File: src/rtl/if_stage_if.sv
// Bundle of the fetch stage's memory, redirect and decode handshakes.
// The fetch stage connects as master; memory, execute and decode sit on the slave side.
interface if_stage_if;
    logic        imem_req_valid;
    logic        imem_req_ready;
    logic [31:0] imem_req_addr;
    logic        imem_rsp_valid;
    logic [31:0] imem_rsp_data;
    logic        redirect_valid;
    logic [31:0] redirect_pc;
    logic        id_valid;
    logic        id_ready;
    logic [31:0] id_instr;
    logic [31:0] id_pc;
    logic [31:0] id_pc_plus4;

    modport master (
        output imem_req_valid, imem_req_addr,
        input  imem_req_ready, imem_rsp_valid, imem_rsp_data,
        input  redirect_valid, redirect_pc,
        output id_valid, id_instr, id_pc, id_pc_plus4,
        input  id_ready
    );

    modport slave (
        input  imem_req_valid, imem_req_addr,
        output imem_req_ready, imem_rsp_valid, imem_rsp_data,
        output redirect_valid, redirect_pc,
        input  id_valid, id_instr, id_pc, id_pc_plus4,
        output id_ready
    );
endinterface

File: src/rtl/if_stage.sv
// RV32I instruction-fetch stage: owns the PC, keeps one fetch outstanding and
// hands {instr, pc} to decode through an IF/ID register backed by one skid entry.
module if_stage #(
    parameter logic [31:0] RESET_PC  = 32'h8000_0000,
    parameter logic [31:0] NOP_INSTR = 32'h0000_0013
) (
    input  logic       clk,
    input  logic       rst_n,
    if_stage_if.master bus
);

    typedef enum logic [1:0] {IDLE, WAIT, DROP} state_e;

    state_e      state_q, state_d;
    logic [31:0] pc_q, pc_d;
    logic        skid_valid_q, skid_valid_d;
    logic [31:0] skid_instr_q, skid_instr_d;
    logic [31:0] skid_pc_q, skid_pc_d;
    logic        id_valid_q, id_valid_d;
    logic [31:0] id_instr_q, id_instr_d;
    logic [31:0] id_pc_q, id_pc_d;
    logic [31:0] id_pc_plus4_q, id_pc_plus4_d;

    logic        req_fire;
    logic        rsp_keep;
    logic        id_free;
    logic [31:0] rsp_pc;

    assign bus.imem_req_valid = rst_n && (state_q == IDLE) && !skid_valid_q && !bus.redirect_valid;
    assign bus.imem_req_addr  = {pc_q[31:2], 2'b00};

    assign req_fire = bus.imem_req_valid && bus.imem_req_ready;
    assign rsp_keep = (state_q == WAIT) && bus.imem_rsp_valid;
    assign id_free  = !id_valid_q || bus.id_ready;
    // In WAIT the pc has already stepped past the outstanding request.
    assign rsp_pc   = {pc_q[31:2], 2'b00} - 32'd4;

    always_comb begin
        state_d       = state_q;
        pc_d          = pc_q;
        skid_valid_d  = skid_valid_q;
        skid_instr_d  = skid_instr_q;
        skid_pc_d     = skid_pc_q;
        id_valid_d    = id_valid_q;
        id_instr_d    = id_instr_q;
        id_pc_d       = id_pc_q;
        id_pc_plus4_d = id_pc_plus4_q;

        if (bus.redirect_valid) begin
            pc_d         = {bus.redirect_pc[31:2], 2'b00};
            id_valid_d   = 1'b0;
            id_instr_d   = NOP_INSTR;
            skid_valid_d = 1'b0;
            if (state_q != IDLE) begin
                state_d = bus.imem_rsp_valid ? IDLE : DROP;
            end
        end else begin
            if (req_fire) begin
                pc_d    = pc_q + 32'd4;
                state_d = WAIT;
            end
            if ((state_q != IDLE) && bus.imem_rsp_valid) begin
                state_d = IDLE;
            end

            // Skid drains ahead of a fresh response so delivery order is kept.
            if (id_free) begin
                if (skid_valid_q) begin
                    id_valid_d    = 1'b1;
                    id_instr_d    = skid_instr_q;
                    id_pc_d       = skid_pc_q;
                    id_pc_plus4_d = skid_pc_q + 32'd4;
                    skid_valid_d  = rsp_keep;
                    skid_instr_d  = bus.imem_rsp_data;
                    skid_pc_d     = rsp_pc;
                end else if (rsp_keep) begin
                    id_valid_d    = 1'b1;
                    id_instr_d    = bus.imem_rsp_data;
                    id_pc_d       = rsp_pc;
                    id_pc_plus4_d = rsp_pc + 32'd4;
                end else begin
                    id_valid_d = 1'b0;
                    id_instr_d = NOP_INSTR;
                end
            end else if (rsp_keep) begin
                skid_valid_d = 1'b1;
                skid_instr_d = bus.imem_rsp_data;
                skid_pc_d    = rsp_pc;
            end
        end
    end

    always_ff @(posedge clk or negedge rst_n) begin
        if (!rst_n) begin
            state_q       <= IDLE;
            pc_q          <= RESET_PC;
            skid_valid_q  <= 1'b0;
            skid_instr_q  <= NOP_INSTR;
            skid_pc_q     <= '0;
            id_valid_q    <= 1'b0;
            id_instr_q    <= NOP_INSTR;
            id_pc_q       <= '0;
            id_pc_plus4_q <= 32'd4;
        end else begin
            state_q       <= state_d;
            pc_q          <= pc_d;
            skid_valid_q  <= skid_valid_d;
            skid_instr_q  <= skid_instr_d;
            skid_pc_q     <= skid_pc_d;
            id_valid_q    <= id_valid_d;
            id_instr_q    <= id_instr_d;
            id_pc_q       <= id_pc_d;
            id_pc_plus4_q <= id_pc_plus4_d;
        end
    end

    assign bus.id_valid    = id_valid_q;
    assign bus.id_instr    = id_instr_q;
    assign bus.id_pc       = id_pc_q;
    assign bus.id_pc_plus4 = id_pc_plus4_q;

endmodule

File: src/flat_wrapper.sv
// flat-port wrapper written by rule: the top's interface ports become plain ports
module if_stage_flat 
#(
    parameter logic [31:0] RESET_PC  = 32'h8000_0000,
    parameter logic [31:0] NOP_INSTR = 32'h0000_0013
)
  (clk, rst_n, bus_imem_req_valid, bus_imem_req_addr, bus_imem_req_ready, bus_imem_rsp_valid, bus_imem_rsp_data, bus_redirect_valid, bus_redirect_pc, bus_id_valid, bus_id_instr, bus_id_pc, bus_id_pc_plus4, bus_id_ready);
  if_stage_if bus_i ();
  input  logic clk;
  input  logic rst_n;
  output wire logic [$bits(bus_i.imem_req_valid)-1:0] bus_imem_req_valid;
  output wire logic [$bits(bus_i.imem_req_addr)-1:0] bus_imem_req_addr;
  input wire logic [$bits(bus_i.imem_req_ready)-1:0] bus_imem_req_ready;
  input wire logic [$bits(bus_i.imem_rsp_valid)-1:0] bus_imem_rsp_valid;
  input wire logic [$bits(bus_i.imem_rsp_data)-1:0] bus_imem_rsp_data;
  input wire logic [$bits(bus_i.redirect_valid)-1:0] bus_redirect_valid;
  input wire logic [$bits(bus_i.redirect_pc)-1:0] bus_redirect_pc;
  output wire logic [$bits(bus_i.id_valid)-1:0] bus_id_valid;
  output wire logic [$bits(bus_i.id_instr)-1:0] bus_id_instr;
  output wire logic [$bits(bus_i.id_pc)-1:0] bus_id_pc;
  output wire logic [$bits(bus_i.id_pc_plus4)-1:0] bus_id_pc_plus4;
  input wire logic [$bits(bus_i.id_ready)-1:0] bus_id_ready;
  assign bus_imem_req_valid = bus_i.imem_req_valid;
  assign bus_imem_req_addr = bus_i.imem_req_addr;
  assign bus_i.imem_req_ready = bus_imem_req_ready;
  assign bus_i.imem_rsp_valid = bus_imem_rsp_valid;
  assign bus_i.imem_rsp_data = bus_imem_rsp_data;
  assign bus_i.redirect_valid = bus_redirect_valid;
  assign bus_i.redirect_pc = bus_redirect_pc;
  assign bus_id_valid = bus_i.id_valid;
  assign bus_id_instr = bus_i.id_instr;
  assign bus_id_pc = bus_i.id_pc;
  assign bus_id_pc_plus4 = bus_i.id_pc_plus4;
  assign bus_i.id_ready = bus_id_ready;
  if_stage #(.RESET_PC(RESET_PC), .NOP_INSTR(NOP_INSTR)) u_core (.clk(clk), .rst_n(rst_n), .bus(bus_i));
endmodule
File: config.mk
export PLATFORM = sky130hd
export DESIGN_NAME = if_stage_flat
export DESIGN_NICKNAME = d
export VERILOG_FILES = /design/src/rtl/if_stage_if.sv /design/src/rtl/if_stage.sv /design/src/flat_wrapper.sv
export SDC_FILE = /design/constraint.sdc
export NUM_CORES = 1
export LEC_CHECK = 0
export ABC_CLOCK_PERIOD_IN_PS = 4200
export BUFFER_PORTS_ARGS = -buffer_cell sky130_fd_sc_hd__buf_2
export CORE_UTILIZATION = 55
export CTS_CLUSTER_SIZE = 8
export DETAILED_ROUTE_END_ITERATION = 10
export PLACE_DENSITY = 0.82
export SLEW_MARGIN = 10
export SYNTH_ARGS = -nofsm -noshare
export SYNTH_HDL_FRONTEND = slang
export SYNTH_SLANG_ARGS = --single-unit
File: constraint.sdc
create_clock -name clk -period 4.2 [get_ports clk]
set_input_delay 0.63 -clock clk [delete_from_list [all_inputs] [get_ports clk]]
set_output_delay 0.63 -clock clk [all_outputs]
set_load 0.005 [all_outputs]
# Word-level counts from Yosys, hierarchy flattened
# Index checks and enable logic that the tools add are counted.
classes:
  add_sub_neg: 4
  eq_ne: 3
  mux: 28
  n_bitwise: 1
  n_reduce_logical: 21
op_table:
  columns: ["operator", "count"]
  rows:
  - ["32-bit 2-to-1 mux", 15]
  - ["32-bit by 3-bit adder with 32-bit output (second input constant)", 3]
  - ["32-bit by 3-bit subtractor with 32-bit output (second input constant)", 1]
  - ["2-bit 2-to-1 mux", 5]
  - ["2-bit nonzero test", 5]
  - ["1-bit 2-to-1 mux", 8]
  - ["1-bit logical AND", 6]
  - ["3-bit AND reduction", 2]
  - ["3-bit nonzero test", 2]
  - ["2-bit by 1-bit != test with 1-bit output (second input constant)", 2]
  - ["1-bit zero test", 3]
  - ["2-bit by 1-bit == test with 1-bit output (second input constant)", 1]
  - ["2-bit zero test", 1]
  - ["2-bit AND reduction", 1]
  - ["1-bit logical OR", 1]
  - ["1-bit inverter", 1]
totals:
  regBits: 196
  input_bits: 70
  output_inout_bits: 130
  elab_cells: 66

# Depth between registers and ports, before layout
# Gate-level depths: netlist of run 1.
logic_depth:
  ltp_word: 8
  mapped_depth: 15
  depth_no_buf: 11

# Worst setup path before layout of run 1
# Ideal clock, no wire load.
synth_path:
  path_type: "reg2reg"
  from: "register u_core.pc_q[7]"
  to: "register u_core.id_pc_plus4_q[18] (netlist: u_core.bus.id_pc_plus4[18])"
  setup_time_ns: 0.065
  t_arrival_ns: 3.414
  required_time_ns: 4.135
  slack_ns: 0.721
  path_stages_with_launch: 11
  n_path_buf: 2
  period_less_slack_ns: 3.479
  cell_sequence: "dfrtp_1 buf_6 or4_4 or3_4 or4_4 a311oi_2 or4b_1 buf_6 or3_1 nand3_1 o221a_2"
synth_between:
  elab_chain_cells: 4
synth_rtl:
  columns: ["element", "line", "source"]
  rows:
  - ["start: declaration", "if_stage.sv:15", "logic [31:0] pc_q, pc_d;"]
  - ["start signal: assignment", "if_stage.sv:106", "pc_q <= pc_d;"]
  - ["32-bit by 3-bit subtractor with 32-bit output", "if_stage.sv:36", "assign rsp_pc = {pc_q[31:2], 2'b00} - 32'd4;"]
  - ["32-bit by 3-bit adder with 32-bit output", "if_stage.sv:80", "id_pc_plus4_d = rsp_pc + 32'd4;"]
  - ["32-bit 2-to-1 mux", "if_stage.sv:76", "end else if (rsp_keep) begin"]
  - ["32-bit 2-to-1 mux", "if_stage.sv:68", "if (skid_valid_q) begin"]
  - ["end signal: assignment", "if_stage.sv:113", "id_pc_plus4_q <= id_pc_plus4_d;"]
  - ["end: declaration", "if_stage.sv:22", "logic [31:0] id_pc_plus4_q, id_pc_plus4_d;"]
# No other way between the ends. The select of a mux whose other input is x is not followed.
# A chain may end at the register's enable or synchronous reset.

# Final worst setup path of run 1
layout_path:
  from: "register u_core.pc_q[7]"
  to: "register u_core.id_pc_plus4_q[26] (netlist: u_core.bus.id_pc_plus4[26])"
# Same word-level chain as after synthesis.

==> metrics.txt, run 1 <==
clock-pin transition on the worst setup and hold timing paths=0.07 ns; Initial DRC Count=849; Post-Synth Adder-Cell Area=0.387%; CP cell instances=or4_4 > or3_4 > or4_4 > a311oi_2 > or4b_1 > nor4_2 > xor2_1 > o21ai_1; max-cap violations=0; DRC violations left=0; buffer and inverter count on the worst path=0; antenna diode count=0; hold depth=2; Overflow after GRT=0; GRT Overall Usage=27.7%; CTS tree=done; Die Y=135 um; antenna violations before repair=0; total iterations of the first detailed-routing run=7; XOR/XNOR Fraction of Synth Area=3.25%; Max-slew headroom=36.0%; HP Start=bus_imem_rsp_valid; flop2flop setup slack=0.33 ns; Worst EP required=4.49 ns; Post-synth ARST share=100%; largest family of logic cells by synthesized area=simple AND/OR/NAND/NOR gates; status=complete, no violations; slowest CP cell=or4b_1; CTS HTree Levels=4; number of nets at the end of the flow=1295; unrepaired setup endpoints after global routing=false; CTS Hold Bufs=0; Vias/cell=5.88; layout cells sized above 1=24.2%; PwrDens=429 nW/um2; pins over their slew limit=0; logic gate share of total power=18.4%; Die Area=18200 um2; Seq/Total Area, Yosys=48.6%; synth unique cells=75; Worst path depth=8; list of most frequent post-synthesis cells=nand2_1, dfrtp_1, nor2_1, o21ai_0, clkbuf_1; area grow syn2layout=16.2%; share of the synthesized area in the top cell type=46.4%; post-CTS setup buffer count=0; most frequent cell on the critical path=or4_4; Arr. time, crit path=4.16 ns; Sum Neg Setup Slack=0 ns; Compound-Gate Fraction of Synth Area=17.1%; worst vdd ir=301 uV; internal power=3.38 mW; max incr delay on CP=0.70 ns; Crit Reg-Reg Startpoint=u_core.pc_q[7]; leading area contributor after synthesis=dfrtp_1; syn_area_per_cell=9.05 um2; final worst path period need=3.87 ns; Clock Root Buffer=clkbuf_16; port bufs=191; number of flops mapped to enable cells by yosys=0; crit end category=register; warnings from Yosys=0; CP Max Fanout=11; row cnt=48; Longest Clk Path Bufs=2; Post-DRT Antenna Nets=0; CP top delay family=simple AND/OR/NAND/NOR gates; Worst Skew=0.0115 ns; WL/cell=16.9 um; Fin. Hold Viols=0; Reg2Reg Capture Point=u_core.bus.id_pc_plus4[26]; f_max=0.259 GHz; Core Region=17200 um2; sequential power share=47.5%; routability congestion estimate=0.851; effective utilization at floorplan=56.3%; clock latency on the worst-skew pair=0.44 ns; Clock power frac=34.1%; Setup CP Type=reg -> reg; Worst-Margin Slew=0.951 ns; Synth Register Bits=188; Vias=8592; vias in the first global route=7724; Setup violations, final=0; TritonCTS buffer count=17; PostCTS Resize Cnt=0; dominant cell by count in the synthesized netlist=nand2_1; Hold Worst Slack=0.381 ns; Detailed Route WL=24600 um; leakage power=5.52 nW; die span in x=135 um; Ports=200; Worst Reg2Reg Path Length in Cells=8; Net Sw Frac=30.1%; post-synthesis mux area share=1.52%; Synth Area in Simple Gates=22.6%; clk sink count=188; Mapped Area=9700 um2; largest net degree at the start of global routing=96; critical path launch point type=register; Psw=1.45 mW; first-pass GRT wire length=39700 um; ranking of synthesized cells by area=dfrtp_1, nand2_1, o21ai_0; ys flop type=dfrtp_1; final period utilization=92.1%; worst min-delay path class=in -> reg; Syn Inst Count=1072; DP Wirelength=17000 um; hold worst-path end=u_core.state_q[1]
==> layout by cell type (no fill, tap or decap), types with 9 or more instances in the layout <==
master,n
nand2b_1,10
xnor2_1,23
dfrtp_1,180
a221o_1,9
a21oi_1,28
nand3_1,31
buf_4,23
a222oi_1,29
buf_2,190
nor4_1,22
o21ai_0,78
nor3_1,22
inv_1,38
nand2_1,216
a31oi_1,18
nor2_1,89
a21o_1,9
xor2_1,13
clkbuf_16,17
o311ai_0,12
==> worst register-to-register path, stage by stage (launching register included) <==
cell	delay (ns)
dfrtp_1	0.49
or4_4	0.66
or3_4	0.41
or4_4	0.51
a311oi_2	0.33
or4b_1	0.70
nor4_2	0.39
xor2_1	0.18
o21ai_1	0.07
==> power groups by stage <==
stage	Combinational, mW	Sequential [mW]	Clock [mW]
finish	0.889	2.30	1.65
global route	1.01	2.33	1.75
CTS	0.894	2.29	1.67
detailed placement	0.887	2.33	0
global placement	0.859	2.31	0
floorplan	0.498	2.28	0
==> metal layers <==
layer / wire [um] / global-route usage, % / up-vias
met5: 0 / 0 / -
met2: 11100 / 40.5 / 378
met3: 1750 / 4.77 / 27
met4: 376 / 7.93 / 0
li1: - / - / 4090
met1: 11400 / 42.2 / 4097
==> cell type report <==
type                            instances  area, um2
Fill cell                            1439       5970
Sequential cell                       188       4710
Multi-Input combinational cell        763       4400
Timing Repair Buffer                  214       1130
Clock buffer                           17        425
Tap cell                              225        282
Clock inverter                         15        171
Inverter                               38        143
==> kinds of logic after synthesis <==
| logic type | Yosys count |
|---|---|
| xor+xnor | 36 |
| other cells | 1 |
| simple gates | 464 |
| mux | 14 |
| flops | 188 |
| fa+ha+maj | 3 |
| buf+inv | 126 |
| compound gates | 240 |
==> state kept, by name, summed over array words and instances (netlist names) <==
| register | flops |
|---|---|
| u_core.bus.id_instr | 32 |
| u_core.bus.id_pc | 30 |
| u_core.bus.id_pc_plus4 | 30 |
| u_core.bus.id_valid | 1 |
| u_core.pc_q | 30 |
| u_core.skid_instr_q | 32 |
| u_core.skid_pc_q | 30 |
| u_core.skid_valid_q | 1 |
| u_core.state_q | 2 |
==> worst max path at each step <==
stage / startpoint / end / slack, ns
6_report: u_core.pc_q[7] / u_core.bus.id_pc_plus4[26] / 0.33
3_3_place_gp: u_core.pc_q[7] / u_core.bus.id_pc_plus4[26] / 0.45
3_5_place_dp: u_core.pc_q[7] / u_core.bus.id_pc_plus4[26] / 0.37
2_1_floorplan: u_core.pc_q[7] / u_core.bus.id_pc_plus4[18] / 0.72
4_1_cts: u_core.pc_q[7] / u_core.bus.id_pc_plus4[26] / 0.34
5_1_grt: u_core.pc_q[2] / u_core.bus.id_pc_plus4[28] / 0.13
==> through the flow <==
| stage | setup slack [ns] | util, % | cell area [um2] | total power [mW] | cells |
|---|---|---|---|---|---|
| floorplan | 0.721 | - | 9720 | 2.78 | 1077 |
| detailed placement | 0.369 | 61.9 | 10700 | 3.21 | 1428 |
| CTS | 0.337 | 65.4 | 11300 | 4.86 | 1460 |
| global route | 0.127 | 65.4 | 11300 | 5.08 | 1460 |
| finish | 0.332 | 65.4 | 11300 | 4.84 | 1460 |
| global placement | 0.447 | 61.9 | 10700 | 3.17 | 1428 |
Note: power is estimated with default switching activity, not from simulation.
==> run 2: changes to the inputs <==
--- a/config.mk
+++ b/config.mk
@@ -5,12 +5,13 @@
 export SDC_FILE = /design/constraint.sdc
 export NUM_CORES = 1
 export LEC_CHECK = 0
-export ABC_CLOCK_PERIOD_IN_PS = 4200
 export BUFFER_PORTS_ARGS = -buffer_cell sky130_fd_sc_hd__buf_2
 export CORE_UTILIZATION = 55
 export CTS_CLUSTER_SIZE = 8
 export DETAILED_ROUTE_END_ITERATION = 10
+export GPL_ROUTABILITY_DRIVEN = 0
 export PLACE_DENSITY = 0.82
+export REMOVE_ABC_BUFFERS = 1
 export SLEW_MARGIN = 10
 export SYNTH_ARGS = -nofsm -noshare
 export SYNTH_HDL_FRONTEND = slang
==> metrics.txt, run 2 (synthesis results as in run 1) <==
Clock Root Buffer=clkbuf_16; max incr delay on CP=0.81 ns (+0.11 ns); Detailed Route WL=25500 um (+3.4%); Longest Clk Path Bufs=2 (unchanged); Vias/cell=5.83 (-0.86%); Post-DRT Antenna Nets=0 (unchanged); WL/cell=17.3 um (+2.8%); Die Area=18200 um2 (unchanged); most frequent cell on the critical path=or4_4; worst vdd ir=298 uV (-0.93%); Ports=200 (unchanged); most frequent cells in the layout=nand2_1, buf_2, dfrtp_1; commonest non-fill, non-tap cell in the layout=nand2_1; sequential power share=46.7% (-0.8 points); logic gate share of total power=18.2% (-0.2 points); slowest CP cell=or4b_1; Psw=1.47 mW (+0.97%); CP Max Fanout=13 (+2); Vias=8571 (-0.24%); Worst Skew=0.0102 ns (-0.00127 ns); Max-slew headroom=43.2% (+7.2 points); effective utilization at floorplan=56.3% (unchanged); Worst Reg2Reg Path Length in Cells=8 (unchanged); worst min-delay path class=in -> async; vias in the first global route=7794 (+0.91%); DP Wirelength=17700 um (+4.1%); PwrDens=429 nW/um2 (about the same); clk sink count=188 (unchanged); die span in x=135 um (unchanged); CTS tree=done; Worst EP required=4.58 ns (+0.09 ns); internal power=3.40 mW (+0.66%); final worst path period need=3.88 ns (+0.00901 ns); TritonCTS buffer count=17 (unchanged); Setup CP Type=reg -> reg; status=complete, no violations; largest net degree at the start of global routing=96 (unchanged); row cnt=48 (unchanged); port bufs=191 (unchanged); Clock power frac=35.1% (+1.0 points); Initial DRC Count=747 (-12%); pins over their slew limit=0 (unchanged); total iterations of the first detailed-routing run=7 (unchanged); crit end category=register; number of nets at the end of the flow=1299 (+0.31%); first-pass GRT wire length=40000 um (+0.75%); clock latency on the worst-skew pair=0.44 ns (about the same); f_max=0.258 GHz (-0.23%); max-cap violations=0 (unchanged); CTS Hold Bufs=0 (unchanged); CP cell instances=or4_4 > or4_4 > nor3_1 > a221oi_1 > or4b_1 > or3_1 > nand3_1 > o221a_2; unrepaired setup endpoints after global routing=false; Fin. Hold Viols=0 (unchanged); area grow syn2layout=17.0%; Post-Layout Cell Count=1469 (+0.62%); Net Sw Frac=30.1% (+0.066 points); final period utilization=92.3% (+0.21 points); clock-pin transition on the worst setup and hold timing paths=0.08 ns (about the same); GRT Overall Usage=28.2% (+0.55 points); Finished Core Util=65.9% (+0.49 points); antenna violations before repair=4 (+4); Worst-Margin Slew=0.849 ns (-0.102 ns); layout cells sized above 1=24.5% (+0.24 points); Arr. time, crit path=4.26 ns (+0.10 ns); critical path launch point type=register; DRC violations left=0 (unchanged); Placed Instances=1432 (+0.28%); Setup violations, final=0 (unchanged); leakage power=5.57 nW (+0.90%); post-CTS setup buffer count=0 (unchanged); PostCTS Resize Cnt=0 (unchanged); Core Region=17200 um2 (unchanged); CTS HTree Levels=4 (unchanged); Hold Worst Slack=0.0762 ns (-0.305 ns); Die Y=135 um (unchanged); Overflow after GRT=0 (unchanged)
[run 2: cell types whose count changed in the layout (fill, tap and decap cells not counted), moves of 2 or more]
cell and delta:
diode_2 +5, buf_4 +3, clkinvlp_4 -3, clkinv_4 +2, clkinv_8 +2, inv_6 -2
inv_8 +2
[run 2: cell type report]
type | instances | area [um2]
fill | 1426 | 5880
sequential | 188 | 4710
multi-input combinational | 763 | 4400
timing repair buffer | 218 | 1180
clock buffer | 17 | 425
tap | 225 | 282
clock inverter | 15 | 199
inverter | 38 | 143
antenna | 5 | 12.5
[run 2: final timing paths]
kind | from | endpoint | slack [ns]
max | u_core.pc_q[7] | u_core.bus.id_pc_plus4[18] | 0.32
min reg2reg | u_core.skid_instr_q[0] | u_core.skid_instr_q[0] | 0.46
max in group asynchronous | rst_n | u_core.bus.id_instr[8] | 2.58
max reg2reg | u_core.pc_q[7] | u_core.bus.id_pc_plus4[18] | 0.32
min | rst_n | u_core.skid_instr_q[19] | 0.08
min in group clk | bus_imem_rsp_valid | u_core.state_q[1] | 0.37
[run 2: power groups by stage]
stage          sequential, mW  combinational (mW)  clock (mW)
6_report                 2.27               0.888        1.71
5_1_grt                  2.31               0.999        1.80
4_1_cts                  2.27               0.898        1.72
3_5_place_dp             2.31               0.893           0
3_3_place_gp             2.29               0.868           0
2_1_floorplan            2.31               0.419           0
[run 2: through the flow]
stage	power, mW	setup TNS, ns	instance area (um2)	worst slack [ns]
2_1_floorplan	2.73	-64.91	9230	-1.29
3_3_place_gp	3.16	0	10700	0.423
3_5_place_dp	3.20	0	10700	0.365
4_1_cts	4.89	0	11300	0.314
5_1_grt	5.11	0	11300	0.0923
6_report	4.87	0	11400	0.323
[run 2: critical path: cells and delay by family, from the launching register on]
kind	cells	cell delay (ns)
AO/OA/AOI/OAI	2	0.38
AND/OR/NAND/NOR	6	2.95
flip-flops	1	0.48
[run 2: metal layers]
layer / vias up / part of all wire (%) / global-route usage, %
met5: - / 0 / 0
met4: 0 / 3.1 / 11.2
met3: 48 / 7.2 / 5.18
met2: 320 / 47 / 44.6
met1: 4103 / 43 / 38.6
li1: 4100 / - / -
==> run 3: changes to the inputs <==
--- a/config.mk
+++ b/config.mk
@@ -6,11 +6,11 @@
 export NUM_CORES = 1
 export LEC_CHECK = 0
 export BUFFER_PORTS_ARGS = -buffer_cell sky130_fd_sc_hd__buf_2
-export CORE_UTILIZATION = 55
+export CORE_UTILIZATION = 60
 export CTS_CLUSTER_SIZE = 8
 export DETAILED_ROUTE_END_ITERATION = 10
 export GPL_ROUTABILITY_DRIVEN = 0
-export PLACE_DENSITY = 0.82
+export PLACE_DENSITY = 0.88
 export REMOVE_ABC_BUFFERS = 1
 export SLEW_MARGIN = 10
 export SYNTH_ARGS = -nofsm -noshare
==> constraint.sdc (replaced) <==
create_clock -name clk -period 4.55 [get_ports clk]
set_input_delay 0.6825 -clock clk [delete_from_list [all_inputs] [get_ports clk]]
set_output_delay 0.6825 -clock clk [all_outputs]
set_load 0.005 [all_outputs]
==> metrics.txt, run 3 (synthesis results as in run 1) <==
status=complete, no violations; Psw=1.33 mW (-9.4%); Clock power frac=34.4% (-0.7 points); Net Sw Frac=29.9% (-0.21 points); leakage power=5.49 nW (-1.4%); CP Max Fanout=10 (-3); Top Usage Layer GRT=met2; PostCTS Resize Cnt=0 (unchanged); Clock Root Buffer=clkbuf_16; die span in x=129 um (-4.2%); TritonCTS buffer count=17 (unchanged); logic gate share of total power=18.1% (about the same); number of nets at the end of the flow=1289 (-0.77%); f_max=0.250 GHz (-3.1%); internal power=3.12 mW (-8.4%); crit end category=register; effective utilization at floorplan=61.3% (+5.0 points); unrepaired setup endpoints after global routing=false; final setup margin=0.547 ns (+0.225 ns); FILL cells=1203 (-16%); Die Area=16700 um2 (-8.2%); worst min-delay path class=in -> async; final worst path period need=4.00 ns (+0.125 ns); Arr. time, crit path=4.29 ns (+0.03 ns); Overflow after GRT=0 (unchanged); DRC violations left=0 (unchanged); WL/cell=17.7 um (+2.2%); final period utilization=88.0% (-4.3 points); area grow syn2layout=15.7%; Vias=8767 (+2.3%); Worst EP required=4.84 ns (+0.26 ns); Post-DRT Antenna Nets=0 (unchanged); Setup violations, final=0 (unchanged); pre-CTS setup slack=0.639 ns (+0.274 ns); total iterations of the first detailed-routing run=7 (unchanged); Max-slew headroom=35.6% (-7.6 points); Core Region=15800 um2 (-8.2%); port bufs=191 (unchanged); GRT Overall Usage=31.2% (+3.0 points); DP Wirelength=17600 um (-0.76%); clock-pin transition on the worst setup and hold timing paths=0.07 ns (about the same); antenna violations before repair=2 (-2); Hold Worst Slack=0.210 ns (+0.134 ns); Longest Clk Path Bufs=2 (unchanged); CTS tree=done; Die Y=129 um (-4.2%); first-pass GRT wire length=40000 um (about the same); Fin. Hold Viols=0 (unchanged); largest net degree at the start of global routing=96 (unchanged); Worst-Margin Slew=0.958 ns (+0.109 ns); Detailed Route WL=25700 um (+0.69%); PwrDens=396 nW/um2 (-7.7%); max-cap violations=0 (unchanged); CTS Hold Bufs=0 (unchanged); Ports=200 (unchanged); commonest non-fill, non-tap cell in the layout=nand2_1; M3 GR Usage=6.03% (+0.85 points); post-CTS setup buffer count=0 (unchanged); sequential power share=47.5% (+0.8 points); pins over their slew limit=0 (unchanged); Worst Skew=0.0105 ns (+0.000336 ns); clk sink count=188 (unchanged); Vias/cell=6.06 (+3.8%); worst vdd ir=279 uV (-6.2%); clock latency on the worst-skew pair=0.44 ns (about the same); row cnt=46 (-4.2%); layout cells sized above 1=23.8% (-0.61 points); most frequent cells in the layout=nand2_1, buf_2, dfrtp_1; vias in the first global route=7895 (+1.3%); Setup CP Type=reg -> reg; met2 Use GR=48.8% (+4.2 points); critical path launch point type=register; Initial DRC Count=778 (+4.1%); CTS HTree Levels=4 (unchanged); met1 usage=41.9% (+3.3 points)
## run 3: cell count changes in the layout (fill, tap and decap cells not counted), moves of 2 or more
| cell | previous run | this run |
|---|---|---|
| buf_4 | 26 | 17 |
| clkinv_8 | 2 | 0 |
| clkinvlp_4 | 0 | 4 |
| diode_2 | 5 | 2 |
## run 3: through the flow
stage	cell area, um2	power, mW	TNS (ns)	util (%)	std cells
after floorplan	9230	2.52	-43.21	-	989
after global placement	10600	2.90	0	67.1	1413
after detailed placement	10600	2.94	0	67.1	1413
after CTS	11200	4.46	0	70.9	1445
after global routing	11200	4.67	0	70.9	1446
final	11200	4.45	0	70.9	1447
## run 3: power groups by stage
stage	sequential, mW	clock [mW]	combinational [mW]
after global placement	2.12	0	0.776
after floorplan	2.13	0	0.387
final	2.11	1.53	0.805
after detailed placement	2.14	0	0.805
after global routing	2.15	1.61	0.908
after CTS	2.11	1.55	0.812
## run 3: critical path, stage by stage, from the launching register on
cell	delay, ns
dfrtp_1	0.52
inv_1	0.13
ha_1	0.33
o21ai_0	0.36
ha_1	0.29
o2111ai_1	0.14
a211oi_1	0.35
nand4b_1	0.29
or4b_1	0.79
nor4_2	0.38
xor2_1	0.18
o21ai_1	0.08
## run 3: path summary, 6_finish.rpt
check	cells after the start	slack, ns	startpoint	end
max	11	0.55	u_core.pc_q[2]	u_core.bus.id_pc_plus4[26]
min	1	0.21	rst_n	u_core.bus.id_pc[23]
max reg2reg	11	0.55	u_core.pc_q[2]	u_core.bus.id_pc_plus4[26]
min reg2reg	2	0.46	u_core.skid_instr_q[4]	u_core.skid_instr_q[4]
max in group asynchronous	2	3.08	rst_n	u_core.skid_pc_q[12]
min in group clk	2	0.41	bus_imem_rsp_valid	u_core.state_q[1]
## run 3: per-layer routing
layer  share of wire, %  wire length [um]
met1                 41             10600
met2                 47             12100
met3                7.7              1980
met4                3.8               963
met5                  0                 0
## run 3: cell type report
class / count / area (um2) / share of cell area (%)
flip-flops and latches: 188 / 4710 / 42.0
multi-input cells: 763 / 4400 / 39.2
repair buffers: 208 / 1090 / 9.73
clock buffers: 17 / 425 / 3.79
well taps: 216 / 270 / 2.41
clock inverters: 15 / 176 / 1.57
inverters: 38 / 143 / 1.27
diodes: 2 / 5.00 / 0.0446
